<file path="config.mk">
export PLATFORM = sky130hd
export DESIGN_NAME = mac_feeder
export DESIGN_NICKNAME = d
export VERILOG_FILES = /design/src/rtl/mac_feeder_pkg.sv /design/src/rtl/mac_res_fifo.sv /design/src/rtl/mac_feeder.sv
export SDC_FILE = /design/constraint.sdc
export NUM_CORES = 1
export LEC_CHECK = 0
export CORE_MARGIN = 2
export CORE_UTILIZATION = 50
export DETAILED_ROUTE_END_ITERATION = 12
export GPL_TIMING_DRIVEN = 1
export PLACE_DENSITY = 0.75
export SLEW_MARGIN = 20
export SYNTH_ARGS = -nofsm -noshare
export SYNTH_HDL_FRONTEND = slang
export SYNTH_SLANG_ARGS = --single-unit
</file>
<file path="constraint.sdc">
create_clock -name clk -period 7.2 [get_ports clk]
set_input_delay 1.44 -clock clk [delete_from_list [all_inputs] [get_ports clk]]
set_output_delay 1.44 -clock clk [all_outputs]
set_load 0.01 [all_outputs]
</file>
<file path="src/rtl/mac_feeder_pkg.sv">
// mac_feeder_pkg: shared types and constants for the mac_feeder slice.
//   state_t   : feeder FSM states (IDLE, RUN, DRAIN, DONE)
//   mac_res_t : one result FIFO entry {data, status, idx, last}
//   A_LSB/B_LSB/OPND_W : operand field positions inside the 64-bit SRAM word
//   IDX_W     : width of the stored pair index (upper bound on ADDR_W)
package mac_feeder_pkg;

  typedef enum logic [1:0] {
    IDLE  = 2'd0,
    RUN   = 2'd1,
    DRAIN = 2'd2,
    DONE  = 2'd3
  } state_t;

  localparam int IDX_W  = 8;
  localparam int OPND_W = 32;
  localparam int A_LSB  = 0;
  localparam int B_LSB  = 32;

  typedef struct packed {
    logic [31:0]      data;
    logic [7:0]       status;
    logic [IDX_W-1:0] idx;
    logic             last;
  } mac_res_t;

endpackage

</file>
<file path="src/rtl/mac_res_fifo.sv">
// mac_res_fifo: synchronous FIFO of mac_res_t entries.
//   clk, rst_n   : clock, synchronous active-low reset (flushes the FIFO)
//   push, push_data : write request and entry; accepted when not full, or
//                  when full and a pop happens in the same cycle
//   pop          : read request; ignored when empty
//   valid, head  : head entry and its valid flag (head reads as zero when empty)
//   count        : current occupancy, used by the producer for credit checks
module mac_res_fifo
  import mac_feeder_pkg::*;
#(
  parameter int  DEPTH = 8,
  localparam int CNT_W = $clog2(DEPTH + 1)
) (
  input  logic             clk,
  input  logic             rst_n,
  input  logic             push,
  input  mac_res_t         push_data,
  input  logic             pop,
  output logic             valid,
  output mac_res_t         head,
  output logic [CNT_W-1:0] count
);

  localparam int               PTR_W    = (DEPTH > 1) ? $clog2(DEPTH) : 1;
  localparam logic [PTR_W-1:0] LAST_PTR = PTR_W'(DEPTH - 1);
  localparam logic [CNT_W-1:0] FULL     = CNT_W'(DEPTH);

  mac_res_t         mem [DEPTH];
  logic [PTR_W-1:0] wr_ptr;
  logic [PTR_W-1:0] rd_ptr;
  logic             do_push;
  logic             do_pop;

  // Pointers wrap explicitly so DEPTH need not be a power of two.
  function automatic logic [PTR_W-1:0] bump(input logic [PTR_W-1:0] p);
    return (p == LAST_PTR) ? '0 : p + PTR_W'(1);
  endfunction

  assign valid   = (count != '0);
  assign do_pop  = pop && valid;
  assign do_push = push && ((count != FULL) || do_pop);
  assign head    = valid ? mem[rd_ptr] : '0;

  always_ff @(posedge clk) begin
    if (!rst_n) begin
      wr_ptr <= '0;
      rd_ptr <= '0;
      count  <= '0;
    end else begin
      if (do_push) wr_ptr <= bump(wr_ptr);
      if (do_pop)  rd_ptr <= bump(rd_ptr);
      unique case ({do_push, do_pop})
        2'b10:   count <= count + CNT_W'(1);
        2'b01:   count <= count - CNT_W'(1);
        default: count <= count;
      endcase
    end
  end

  always_ff @(posedge clk) begin
    if (do_push) mem[wr_ptr] <= push_data;
  end

endmodule

</file>
<file path="src/rtl/mac_feeder.sv">
// mac_feeder: job-driven operand streamer for the fixed-latency mac pipeline.
// Reads operand pairs from SRAM, issues them to mac, tags each result with
// its pair index and queues it in a backpressured result FIFO.
//   clk, rst_n            : clock, synchronous active-low reset
//   start, base_addr, len : job request (sampled only when idle)
//   busy, done            : job status; done pulses the cycle after the last pop
//   mem_ren, mem_addr, mem_rdata : operand SRAM read port (1-cycle read latency)
//   mac_en, mac_a, mac_b, mac_rnd : operands to mac
//   mac_out, mac_status   : mac result, MAC_LATENCY cycles after mac_en
//   res_valid, res_ready, res_data, res_status, res_idx, res_last : result stream
//   err_flags             : sticky OR of result status for the current job
// Build option: define MAC_FEEDER_ERR_EN to enable err_flags accumulation;
// otherwise err_flags is constant zero.
module mac_feeder
  import mac_feeder_pkg::*;
#(
  parameter int ADDR_W      = 8,
  parameter int MAC_LATENCY = 2,
  parameter int FIFO_DEPTH  = 8
) (
  input  logic              clk,
  input  logic              rst_n,
  input  logic              start,
  input  logic [ADDR_W-1:0] base_addr,
  input  logic [ADDR_W:0]   len,
  output logic              busy,
  output logic              done,
  output logic              mem_ren,
  output logic [ADDR_W-1:0] mem_addr,
  input  logic [63:0]       mem_rdata,
  output logic              mac_en,
  output logic [31:0]       mac_a,
  output logic [31:0]       mac_b,
  output logic [2:0]        mac_rnd,
  input  logic [31:0]       mac_out,
  input  logic [7:0]        mac_status,
  output logic              res_valid,
  input  logic              res_ready,
  output logic [31:0]       res_data,
  output logic [7:0]        res_status,
  output logic [ADDR_W-1:0] res_idx,
  output logic              res_last,
  output logic [7:0]        err_flags
);

  localparam int               CNT_W     = $clog2(FIFO_DEPTH + 1);
  localparam logic [CNT_W:0]   DEPTH_LIM = (CNT_W + 1)'(FIFO_DEPTH);
  localparam logic [ADDR_W:0]  LEN_ONE   = (ADDR_W + 1)'(1);

  if (FIFO_DEPTH < MAC_LATENCY + 3) begin : g_depth_check
    $error("mac_feeder: FIFO_DEPTH must be at least MAC_LATENCY+3");
  end
  if (MAC_LATENCY < 1) begin : g_lat_check
    $error("mac_feeder: MAC_LATENCY must be at least 1");
  end
  if (ADDR_W > IDX_W) begin : g_idx_check
    $error("mac_feeder: ADDR_W exceeds the stored index width");
  end

  state_t            state;
  state_t            state_nxt;
  logic [ADDR_W-1:0] base_r;
  logic [ADDR_W:0]   len_r;
  logic [ADDR_W:0]   len_last;
  logic [ADDR_W:0]   issue_cnt;
  logic [CNT_W-1:0]  inflight;
  logic [CNT_W-1:0]  fifo_count;
  logic              credit_ok;
  logic              start_acc;

  logic              rd_valid;
  logic [ADDR_W-1:0] rd_idx;
  logic [ADDR_W-1:0] mac_idx;
  logic              tag_v   [MAC_LATENCY];
  logic [ADDR_W-1:0] tag_idx [MAC_LATENCY];

  logic              fifo_push;
  logic              last_pop;
  mac_res_t          push_data;
  mac_res_t          head;

  assign start_acc = (state == IDLE) && start;
  assign len_last  = len_r - LEN_ONE;
  assign mem_addr  = base_r + issue_cnt[ADDR_W-1:0];
  assign mac_rnd   = '0;
  assign busy      = (state != IDLE);
  assign done      = (state == DONE);

  // Every issued read owns a FIFO slot from issue until its result is
  // written, so a push can never find the FIFO full without a pop.
  assign credit_ok = ({1'b0, fifo_count} + {1'b0, inflight}) < DEPTH_LIM;

  always_comb begin
    state_nxt = state;
    mem_ren   = 1'b0;
    unique case (state)
      IDLE: begin
        if (start) state_nxt = (len == '0) ? DONE : RUN;
      end
      RUN: begin
        if (credit_ok) begin
          mem_ren = 1'b1;
          if (issue_cnt == len_last) state_nxt = DRAIN;
        end
      end
      DRAIN: begin
        if (last_pop) state_nxt = DONE;
      end
      DONE: begin
        state_nxt = IDLE;
      end
      default: state_nxt = IDLE;
    endcase
  end

  always_ff @(posedge clk) begin
    if (!rst_n) begin
      state     <= IDLE;
      base_r    <= '0;
      len_r     <= '0;
      issue_cnt <= '0;
    end else begin
      state <= state_nxt;
      if (start_acc) begin
        base_r    <= base_addr;
        len_r     <= len;
        issue_cnt <= '0;
      end else if (mem_ren) begin
        issue_cnt <= issue_cnt + LEN_ONE;
      end
    end
  end

  always_ff @(posedge clk) begin
    if (!rst_n) begin
      inflight <= '0;
    end else begin
      unique case ({mem_ren, fifo_push})
        2'b10:   inflight <= inflight + CNT_W'(1);
        2'b01:   inflight <= inflight - CNT_W'(1);
        default: inflight <= inflight;
      endcase
    end
  end

  // Operand stage: read data arrives the cycle after mem_ren and is
  // registered onto mac_a/mac_b; operands hold through bubbles.
  always_ff @(posedge clk) begin
    if (!rst_n) begin
      rd_valid <= 1'b0;
      rd_idx   <= '0;
      mac_en   <= 1'b0;
      mac_a    <= '0;
      mac_b    <= '0;
      mac_idx  <= '0;
    end else begin
      rd_valid <= mem_ren;
      rd_idx   <= issue_cnt[ADDR_W-1:0];
      mac_en   <= rd_valid;
      if (rd_valid) begin
        mac_a   <= mem_rdata[A_LSB +: OPND_W];
        mac_b   <= mem_rdata[B_LSB +: OPND_W];
        mac_idx <= rd_idx;
      end
    end
  end

  // Tag pipeline starts one stage after mac_en so its tail lines up with
  // the cycle mac_out is valid.
  always_ff @(posedge clk) begin
    if (!rst_n) begin
      for (int unsigned i = 0; i < MAC_LATENCY; i++) begin
        tag_v[i]   <= 1'b0;
        tag_idx[i] <= '0;
      end
    end else begin
      tag_v[0]   <= mac_en;
      tag_idx[0] <= mac_idx;
      for (int unsigned i = 1; i < MAC_LATENCY; i++) begin
        tag_v[i]   <= tag_v[i-1];
        tag_idx[i] <= tag_idx[i-1];
      end
    end
  end

  assign fifo_push        = tag_v[MAC_LATENCY-1];
  assign push_data.data   = mac_out;
  assign push_data.status = mac_status;
  assign push_data.idx    = IDX_W'(tag_idx[MAC_LATENCY-1]);
  assign push_data.last   = ({1'b0, tag_idx[MAC_LATENCY-1]} == len_last);

  mac_res_fifo #(
    .DEPTH (FIFO_DEPTH)
  ) u_fifo (
    .clk       (clk),
    .rst_n     (rst_n),
    .push      (fifo_push),
    .push_data (push_data),
    .pop       (res_ready),
    .valid     (res_valid),
    .head      (head),
    .count     (fifo_count)
  );

  assign res_data   = head.data;
  assign res_status = head.status;
  assign res_idx    = head.idx[ADDR_W-1:0];
  assign res_last   = head.last;
  assign last_pop   = res_valid && res_ready && head.last;

`ifdef MAC_FEEDER_ERR_EN
  logic [7:0] err_r;

  always_ff @(posedge clk) begin
    if (!rst_n) begin
      err_r <= '0;
    end else if (start_acc) begin
      err_r <= '0;
    end else if (fifo_push) begin
      err_r <= err_r | mac_status;
    end
  end

  assign err_flags = err_r;
`else
  assign err_flags = '0;
`endif

endmodule

</file>
Word level (Yosys, flattened, before mapping)
Memory sizes are Yosys's and may differ from the RTL's. A register that Yosys moved wholly into a read port is not among the register bits.
Cells that the tools add are included.

word-level totals
  bits in registers = 124
  latch bits = 0
  RAM bits = 410
  memory bits (read-only) = 0
  bits of input ports = 125
  output and inout bits = 137
  word-level logic and storage cells = 85
  memories = 3

memory list
  memory      depth  bits a word  rd ports  clocked after Yosys merged registers in  write ports  line                text
  u_fifo.mem  8      49           1         1                                        1            mac_res_fifo.sv:28  mac_res_t mem [DEPTH];
  tag_idx     2      8            2         0                                        2            mac_feeder.sv:75    logic [ADDR_W-1:0] tag_idx [MAC_LATENCY];
  tag_v       2      1            2         0                                        2            mac_feeder.sv:74    logic tag_v [MAC_LATENCY];

operators by class
  $add $sub $neg = 10
  multiply operators = 0
  div/mod/pow operators = 0
  magnitude comparators = 1
  eq/ne operators = 16
  shifts and indexed selects = 0
  muxes and demuxes = 23
  bitwise logic cells = 5
  reduce and logical (&&, ||, !) cells = 13

operator list
  cell                                                number
  2-to-1 mux 49 bit                                   1
  2-to-1 mux 8 bit                                    2
  one-hot mux 4 bit (2 select lines)                  2
  2-to-1 mux 3 bit                                    4
  2-to-1 mux 2 bit                                    5
  adder 9 x 1 -> 9 bit, second input constant         1
  == test 8 x 9 -> 1 bit                              1
  == test 9 bit                                       1
  logical NOT 9 bit                                   1
  subtractor 9 x 1 -> 9 bit, second input constant    1
  adder 4 x 1 -> 4 bit, second input constant         2
  adder 8 bit                                         1
  == test 2 bit, second input constant                4
  2-to-1 mux 1 bit                                    8
  != test 2 bit, second input constant                4
  one-hot mux 2 bit (4 select lines)                  1
  subtractor 4 x 1 -> 4 bit, second input constant    2
  adder 3 x 1 -> 3 bit, second input constant         2
  == test 2 x 1 -> 1 bit, second input constant       3
  == test 3 bit, second input constant                2
  nonzero test 2 bit                                  3
  adder 4 x 4 -> 5 bit                                1
  < comparator 5 x 4 -> 1 bit, second input constant  1
  logical AND 1 bit                                   4
  other kinds (8)                                     11

Longest topological paths before layout
Gate-level depths: netlist (run 1).

  depth in word-level cells = 6
  depth in mapped cells = 12
  depth with buffers taken out = 11

By module
A second synthesis (run 1) with hierarchy kept.

second synthesis, totals
  cell total of the unflattened synthesis = 1293
  area, all modules = 21200.3 µm²

modules (own cells, without submodules)
  module        times used  cells each  area each (µm²)  sequential area each (µm²)
  mac_res_fifo  1           707         15582.4          12031.5
  mac_feeder    1           586         5617.9           2642.5

Worst setup path after synthesis (run 1)
Ideal clock, no wire load.

  path type = input to register
  start = input port res_ready
  end = memory u_fifo.mem[0][0] (netlist bit), enable pin
  setup time = 577 ps
  data arrival time = 6357 ps
  required time = 6623 ps
  path slack = 266 ps
  stages = 3
  buffers on the path = 0
  cell sequence = nand2b_1 -> o41ai_4 -> nor4_1

between the ends
  word-level cells in the longest chain between the ends = 5

ends and longest elaborated chain
  what                                    line                text
  start: declaration                      mac_feeder.sv:38    input logic res_ready,
  logical AND 1 bit                       mac_res_fifo.sv:40  assign do_pop = pop && valid;
  logical OR 1 bit                        mac_res_fifo.sv:41  assign do_push = push && ((count != FULL) || do_pop);
  logical AND 1 bit                       mac_res_fifo.sv:41
  2-to-1 mux 1 bit                        mac_res_fifo.sv:61  if (do_push) mem[wr_ptr] <= push_data;
  2-to-1 mux 1 bit (not written as such)  mac_res_fifo.sv:61
  end: declaration                        mac_res_fifo.sv:28

Every way passes these cells.

==> results of run 1 <==
-- metrics by stage --
| step | std cells | cell area (µm²) | setup slack, ns | hold WS [ns] |
|---|---|---|---|---|
| 3_3_place_gp | 2016 | 24300 | 2.76 | 0.415 |
| 4_1_cts | 2115 | 26200 | 2.09 | 0.433 |
| 5_1_grt | 2115 | 26200 | 1.91 | 0.456 |
| 2_1_floorplan | 1290 | 21400 | 0.266 | 0.412 |
| 3_5_place_dp | 2016 | 24300 | 2.75 | 0.418 |
| 6_report | 2116 | 26200 | 2.24 | 0.430 |
-- sequential cells by signal, indices dropped and copies added (netlist names), named ones only --
register / count
rd_valid: 1
mac_b: 32
len_r: 9
state: 2
mac_idx: 8
mac_a: 32
u_fifo.wr_ptr: 3
tag_idx: 16
mac_en: 1
rd_idx: 8
tag_v: 2
issue_cnt: 9
u_fifo.rd_ptr: 3
u_fifo.count: 4
u_fifo.mem: 392
inflight: 4
base_r: 8
-- layout by cell type (no fill, tap or decap), types with 5 or more instances in the layout --
master           synthesis  layout
xnor2_1                 22      22
nand4_1                  6       6
bufinv_16                0       8
or3_1                    5       5
clkinv_2                 0       7
nand2_1                 63      63
clkbuf_16                0      54
a21oi_1                 14      14
nor2_1                  63      60
nor3_2                   1       5
clkbuf_1                33       8
mux4_2                  96      96
buf_4                   13      14
inv_1                   21      21
nor2b_1                 75      75
and2_1                  35      35
clkdlybuf4s50_1          0     249
ha_1                    27      27
xor2_1                  17      17
dfxtp_1                145     141
mux2i_1                126     126
clkbuf_8                 0       6
o21ai_0                 14      14
a21boi_0                22      22
edfxtp_1               392     392
conb_1                   1      11
-- worst reg2reg max path: cells and delay by family, from the launching register on --
kind            cells  cell delay, ns
simple gates        3            0.83
buf+inv             3            0.81
fa+ha+maj           2            0.51
compound gates      3            0.50
flops               1            0.42
xor+xnor            1            0.09
-- cells in the mapped netlist, types with 21 or more instances --
master | count | area (µm²)
edfxtp_1 | 392 | 11800
dfxtp_1 | 145 | 2900
mux2i_1 | 126 | 1260
mux4_2 | 96 | 2160
nor2b_1 | 75 | 469
nand2_1 | 63 | 236
nor2_1 | 63 | 236
and2_1 | 35 | 219
clkbuf_1 | 33 | 124
ha_1 | 27 | 338
a21boi_0 | 22 | 165
buf_2 | 22 | 110
xnor2_1 | 22 | 193
inv_1 | 21 | 78.8
-- metal layers --
| layer | vias up | share of wire [%] | wire length [µm] |
|---|---|---|---|
| met5 | - | 0.039 | 17 |
| met1 | 5765 | 42 | 18700 |
| met4 | 2 | 1.9 | 848 |
| met2 | 417 | 48 | 21000 |
| met3 | 67 | 7.9 | 3460 |
| li1 | 5293 | - | - |
-- logic make-up after synthesis --
family | count (synthesis)
adders and majority gates | 30
DFF | 537
xor gates and xnor gates | 41
buffers and inverters | 100
muxes | 223
and+or+nand+nor | 282
other | 1
AOI/OAI and AO/OA | 66
-- power breakdown --
group	total, mW	switching, mW	leakage [nW]	internal [mW]
Clock	2.91	1.17	0.901	1.74
Combinational	0.790	0.372	2.89	0.418
Sequential	3.46	0.0774	4.71	3.39
-- final cells by class --
class	instances	area, µm²	share of cell area (%)
sequential	537	14700	56.0
tap	539	674	2.57
clock buffer	68	1460	5.58
timing repair buffer	264	2600	9.93
clock inverter	31	404	1.54
multi-input combinational	653	6290	24.0
antenna	1	2.50	0.00955
inverter	23	86.3	0.329
-- worst max path at each step --
stage               from                to  slack [ns]  cells past startpoint
2_1_floorplan  res_ready  u_fifo.mem[0][0]        0.27                      3
3_3_place_gp    register     res_status[4]        2.76                      5
3_5_place_dp    register     res_status[4]        2.75                      5
4_1_cts         register      res_data[15]        2.09                      5
5_1_grt         register      res_data[20]        1.91                      5
6_report        register     res_status[3]        2.24                      5
==> impl_metrics.tcl, run 1 <==
set metrics [dict create \
    yosysWarnings 0 \
    synth_top_family_by_area "multiplexers" \
    nets 1687 \
    initial_core_util_pct 50.7 \
    final.period_utilization_pct 68.9 \
    gr-usage-all-layers_pct 20.2 \
    fin_skew_ns 0.0122 \
    grt_pass1_vias 12000 \
    ys_types 53 \
    grt_antenna_before_repair 2 \
    tns_ns 0 \
    firstDrtPassIters 5 \
    syn_area_mm2 0.0213 \
    top_usage_layer "met2" \
    vias 11500 \
    r2r_end "u_fifo.count[3]" \
    holdPathEnd "tag_idx[0][11]" \
    dieArea_mm2 0.0443 \
    clock_path_buffers 3 \
    cts_root_buf "clkbuf_16" \
    pwr_density_cell_mw_per_mm2 273 \
    met2_usage_pct 32.6 \
    worst_pin_slew_ns 1.14 \
    r2r_start "u_fifo.count[0]" \
    period_minus_slack_ns 4.96 \
    cts_max_level 2 \
    synth_edf_count 392 \
    wl_um 44000 \
    clk_latency_ns 0.60 \
    grt_use_met1_pct 27.6 \
    synth_xor_area_share_pct 1.82 \
    fmax_mhz 202 \
    cts_buffers 53 \
    viasPerCell 5.46 \
    core_mm2 0.0420 \
    worstHoldStart "tag_idx[0][3]" \
    routedWlPerCell_um 20.8 \
    cp.arrival_ns 3.52 \
    place_hpwl_um 24900 \
    yosys_most_used_dff "edfxtp_1" \
    hold_viol 0 \
    r2r_slack_ns 3.96 \
    grt_pass1_wl_um 68500 \
    grt_util_met3_pct 5.02 \
    min_path_type "register to register" \
    fp-row-count 75 \
    place.gp.congestion 0.777 \
    port_buffers 250 \
    maxSlewViolCount 0 \
    cts_tree "built" \
    crit_fanout 45 \
    startpoint_type "register" \
    die_w_um 211 \
    final-setup-viol-count 0 \
    finalPower_mw 7.16 \
    final_util_pct 62.4 \
    fillers 3015 \
    yosysSeqAreaShare_pct 68.8 \
    r2r_cells 12 \
    path_clk_slew_ns 0.06 \
    max_cap_violations 0 \
    critPathSlowestCell "dfxtp_4" \
    drc_errors 0 \
    cp-end-kind "primary output" \
    avgSynthCellArea_um2 16.7 \
    synth.ff_latch_count 537 \
    slew_headroom_pct 24.2 \
    postCtsSetupBuffers 0 \
    postCtsHoldBufs 0 \
    whs_path_depth 1 \
    rsz0062_at_grt "false" \
    critPathMaxStageDelay_ns 0.92 \
    ir_worst_vdd_mv 0.201 \
    die_y_um 211 \
    grt_max_degree 87 \
    synth.area.mux_share_pct 16.1 \
    grt-ovfl-total 0 \
    cts.sinks 537 \
    worstSetupPathType "register to primary output" \
    outcome "complete, no violations" \
    critPathBufInv 2 \
    path_cells "buf_4 > mux4_2 > mux2i_1 > nor2_1 > clkdlybuf4s50_1" \
    drtIter0Drc 807 \
    syn_inst 1280 \
    power.leakage_nw 8.50 \
    post_cts_resized 0 \
    cp.required_ns 5.76 \
    drive_above_1_share_pct 14.0 \
    yosys.area_share.simple_pct 7.06 \
    area_growth_pct 22.9 \
    synth_compound_area_share_pct 2.17 \
    drtAntennaViolNets 0 \
    async_reset_ff_share_pct 0 \
    pin_count 262 \
    cp_top_family "buffers and inverters" \
    synth_fa_ha_area_share_pct 1.87 \
]
Note: power is estimated with default switching activity, not from simulation.
==> run 2: changes to the inputs <==
- CORE_UTILIZATION: 50 -> 54
- PLACE_DENSITY: 0.75 -> 0.77
- clock period: 7.2 -> 4.65 ns (I/O delays scaled with it)
==> impl_metrics.tcl, run 2 (synthesized netlist as in run 1, its figures left out) <==
set metrics [dict create \
    outcome "complete, no violations" \
    p_clk_share_pct 38.6 \
    max_cap_violations 0 \
    cts_root_buf "clkbuf_16" \
    cts_buffers 52 \
    p_comb_share_pct 11.1 \
    ir_worst_vdd_mv 0.322 \
    fmax_mhz 249 \
    drive_above_1_share_pct 14.0 \
    grt_max_degree 56 \
    final-setup-viol-count 0 \
    worstSetupPathType "register to primary output" \
    place.gp.congestion 0.773 \
    clock_path_buffers 3 \
    final_cell_mix "edfxtp_1, clkdlybuf4s50_1, dfxtp_1" \
    clk_latency_ns 0.59 \
    cts_tree "built" \
    fin_skew_ns 0.0116 \
    viasPerCell 5.50 \
    postCtsHoldBufs 0 \
    vias 11600 \
    fp-row-count 72 \
    final.period_utilization_pct 86.4 \
    sequentialPowerShare_pct 50.2 \
    drc_errors 0 \
    firstDrtPassIters 5 \
    drtAntennaViolNets 0 \
    place_hpwl_um 26800 \
    power.leakage_nw 8.49 \
    crit_fanout 29 \
    stdcell_area_mm2 0.0262 \
    gr-usage-all-layers_pct 21.8 \
    p_int_mw 8.31 \
    cts.sinks 537 \
    hold_viol 0 \
    postCtsSetupBuffers 0 \
    swShare_pct 22.7 \
    area_growth_pct 22.6 \
    nets 1695 \
    grt_pass1_vias 12000 \
    die_w_um 203 \
    power_switching_mw 2.44 \
    grt-ovfl-total 0 \
    initial_core_util_pct 54.9 \
    grt_antenna_before_repair 0 \
    worst_pin_slew_ns 1.06 \
    drtIter0Drc 640 \
    top_regs "u_fifo.mem: 392 flops, mac_a: 32 flops, mac_b: 32 flops" \
    largest_register "u_fifo.mem" \
    grt_pass1_wl_um 68800 \
    path_clk_slew_ns 0.06 \
    wl_um 43900 \
    period_minus_slack_ns 4.02 \
    cts_max_level 2 \
    cp-end-kind "primary output" \
    post_cts_resized 0 \
    slew_headroom_pct 29.3 \
    pwr_density_cell_mw_per_mm2 411 \
    largest_register_ffs 392 \
    core_mm2 0.0388 \
    pin_count 262 \
    cp.required_ns 3.72 \
    dieArea_mm2 0.0411 \
    dpl_worst_slack_ns 0.920 \
    rsz0062_at_grt "false" \
    cp.arrival_ns 3.09 \
    fin_ws_ns 0.634 \
    place_area_mm2 0.0244 \
    die_y_um 203 \
    final_common_cell "edfxtp_1" \
    startpoint_type "register" \
    finalPower_mw 10.8 \
    routedWlPerCell_um 20.9 \
    port_buffers 250 \
    min_path_type "register to register" \
    maxSlewViolCount 0 \
]
## run 2: changes by cell type in the layout (fill, tap and decap cells not counted), moves of 2 or more
| cell | previous run | this run |
|---|---|---|
| buf_12 | 0 | 4 |
| buf_4 | 14 | 19 |
| bufinv_16 | 8 | 4 |
| clkbuf_1 | 8 | 11 |
| clkbuf_4 | 0 | 2 |
| clkbuf_8 | 6 | 3 |
| clkinv_1 | 4 | 7 |
| clkinv_2 | 7 | 12 |
| clkinvlp_2 | 2 | 0 |
| clkinvlp_4 | 4 | 1 |
## run 2: layer usage
metal	GRT usage [%]	wire length (µm)	vias to the layer above	part of all wire, %
li1	-	-	5308	-
met1	28.9	18100	5798	41
met2	36.4	21700	399	49
met3	5.63	3340	60	7.6
met4	4.87	810	0	1.8
met5	0	0	-	0
## run 2: critical path, cell delays in order, from the launching register on
cell	delay (ns)
dfxtp_4	0.72
buf_4	0.46
mux4_2	0.57
mux2i_1	0.18
nor2_1	0.05
clkdlybuf4s50_1	0.50
## run 2: worst paths after layout
| path | from | endpoint | slack, ns | cells after the start |
|---|---|---|---|---|
| max | register | res_data[27] | 0.63 | 5 |
| min | tag_idx[0][4] | tag_idx[0][12] | 0.43 | 1 |
| max reg2reg | u_fifo.count[0] | u_fifo.count[3] | 1.57 | 12 |
| min reg2reg | tag_idx[0][4] | tag_idx[0][12] | 0.43 | 1 |
## run 2: power by group through the flow
stage | Sequential [mW] | Combinational (mW) | Clock, mW
finish | 5.40 | 1.20 | 4.16
global route | 5.42 | 1.31 | 4.43
detailed placement | 5.50 | 1.20 | 0
floorplan | 5.44 | 0.732 | 0
global placement | 5.50 | 1.17 | 0
CTS | 5.40 | 1.21 | 4.23
## run 2: per-stage QoR
step	hold slack [ns]	setup TNS (ns)	std cells	utilization, %
after global routing	0.445	0	2102	67.4
final	0.432	0	2103	67.4
after CTS	0.438	0	2102	67.4
after floorplan	0.412	-69.41	1290	-
after global placement	0.415	0	2004	63.0
after detailed placement	0.424	0	2004	63.0
## run 2: final cells by class
type,instances,area [µm²]
Fill cell,2596,12700
Timing Repair Buffer,273,2720
Tap cell,518,648
Clock buffer,70,1450
Antenna cell,1,2.50
Sequential cell,537,14700
Multi-Input combinational cell,653,6310
Inverter,23,86.3
Clock inverter,28,256
==> run 3: changes to the inputs <==
- REMOVE_ABC_BUFFERS: default -> 1
==> impl_metrics.tcl, run 3 (synthesized netlist as in run 1, its figures left out) <==
set metrics [dict create \
    dpl_worst_slack_ns 0.772 \
    largest_register_ffs 392 \
    r2r_start "u_fifo.count[3]" \
    cts_max_level 2 \
    final.period_utilization_pct 87.7 \
    pwr_density_cell_mw_per_mm2 414 \
    maxSlewViolCount 0 \
    path_clk_slew_ns 0.06 \
    routedWlPerCell_um 20.9 \
    port_buffers 250 \
    stdcell_area_mm2 0.0262 \
    crit_fanout 30 \
    r2r_slack_ns 1.61 \
    period_minus_slack_ns 4.08 \
    final_cell_mix "edfxtp_1, clkdlybuf4s50_1, dfxtp_1" \
    vias 11600 \
    power.leakage_nw 8.49 \
    place.gp.congestion 0.792 \
    cts_root_buf "clkbuf_16" \
    final-setup-viol-count 0 \
    min_path_type "register to register" \
    grt_antenna_before_repair 0 \
    top_regs "u_fifo.mem: 392 flops, mac_a: 32 flops, mac_b: 32 flops" \
    grt_pass1_vias 12300 \
    clock_path_buffers 3 \
    postCtsSetupBuffers 0 \
    fp-row-count 72 \
    cp.required_ns 3.72 \
    fin_ws_ns 0.570 \
    hold-worst-slack_ns 0.431 \
    gr-usage-all-layers_pct 21.8 \
    drive_above_1_share_pct 13.9 \
    final_common_cell "edfxtp_1" \
    grt_max_degree 73 \
    cp-end-kind "primary output" \
    slew_headroom_pct 36.1 \
    fillers 2566 \
    largest_register "u_fifo.mem" \
    die_w_um 203 \
    r2r_cells 11 \
    drc_errors 0 \
    drtIter0Drc 756 \
    r2r_end "inflight[3]" \
    core_mm2 0.0388 \
    hold_viol 0 \
    rsz0062_at_grt "false" \
    layoutNonFillerInstCount 2100 \
    die_y_um 203 \
    dieArea_mm2 0.0411 \
    cp.arrival_ns 3.15 \
    worstSetupPathType "register to primary output" \
    clk_latency_ns 0.59 \
    nets 1695 \
    fmax_mhz 245 \
    max_cap_violations 0 \
    grt_pass1_wl_um 69200 \
    outcome "complete, no violations" \
    post_cts_resized 0 \
    cts.sinks 537 \
    area_growth_pct 22.9 \
    place_hpwl_um 26300 \
    initial_core_util_pct 54.9 \
    drtAntennaViolNets 0 \
    wl_um 43900 \
    n_antenna_cell 0 \
    place_area_mm2 0.0245 \
    fin_skew_ns 0.0186 \
    placedCellCount 2003 \
    grt-ovfl-total 0 \
    cts_tree "built" \
    cts_buffers 53 \
    worst_pin_slew_ns 0.957 \
    whs_path_depth 1 \
    firstDrtPassIters 5 \
    crit_end "res_idx[6]" \
    postCtsHoldBufs 0 \
    viasPerCell 5.54 \
    startpoint_type "register" \
    ir_worst_vdd_mv 0.323 \
    pin_count 262 \
]
run 3: changes by cell type in the layout (fill, tap and decap cells not counted), sizes merged:
cell      before  now
diode          1    0
clkinvlp       1    7
clkbuf        70   66
buf           24   23
clkinv        21   15
bufinv         4    7
run 3: worst min path at each step:
stage          slack [ns]          start        endpoint
2_1_floorplan        0.41  tag_idx[0][2]  tag_idx[0][10]
3_3_place_gp         0.41  tag_idx[0][7]  tag_idx[0][15]
3_5_place_dp         0.42  tag_idx[0][6]  tag_idx[0][14]
4_1_cts              0.43  tag_idx[0][6]  tag_idx[0][14]
5_1_grt              0.44  tag_idx[0][2]  tag_idx[0][10]
6_report             0.43  tag_idx[0][6]  tag_idx[0][14]
run 3: cell type report:
| class | instances | area [µm²] | area share, % |
|---|---|---|---|
| flip-flops and latches | 537 | 14700 | 56.0 |
| multi-input cells | 653 | 6290 | 24.0 |
| repair buffers | 272 | 2760 | 10.5 |
| well taps | 518 | 648 | 2.47 |
| clock inverters | 31 | 365 | 1.39 |
| inverters | 23 | 86.3 | 0.329 |
| clock buffers | 66 | 1380 | 5.24 |
run 3: per-stage QoR:
stage                     util [%]  setup TNS [ns]  power (mW)
after floorplan                  -         -246.53        6.17
after global placement        63.0               0        6.66
after detailed placement      63.0               0        6.69
after CTS                     67.5               0        11.0
after global routing          67.5               0        11.2
final                         67.5               0        10.9
run 3: metal layers:
metal / global-route usage [%] / share of wire (%) / up-vias
met1: 28.9 / 42 / 5854
met3: 5.22 / 7.1 / 59
li1: - / - / 5322
met2: 36.5 / 49 / 403
met5: 0 / 0 / -
met4: 6.02 / 1.9 / 0
run 3: power by group:
| part | internal (mW) | total [mW] | switching (mW) |
|---|---|---|---|
| Sequential | 5.24 | 5.40 | 0.159 |
| Combinational | 0.650 | 1.19 | 0.538 |
| Clock | 2.49 | 4.26 | 1.77 |
| Total | 8.39 | 10.9 | 2.46 |
run 3: critical path, stage by stage, from the launching register on:
cell and delay [ns]:
dfxtp_4 0.76, buf_12 0.34, mux4_2 0.54, mux2i_1 0.34
nor2_1 0.08, clkdlybuf4s50_1 0.49
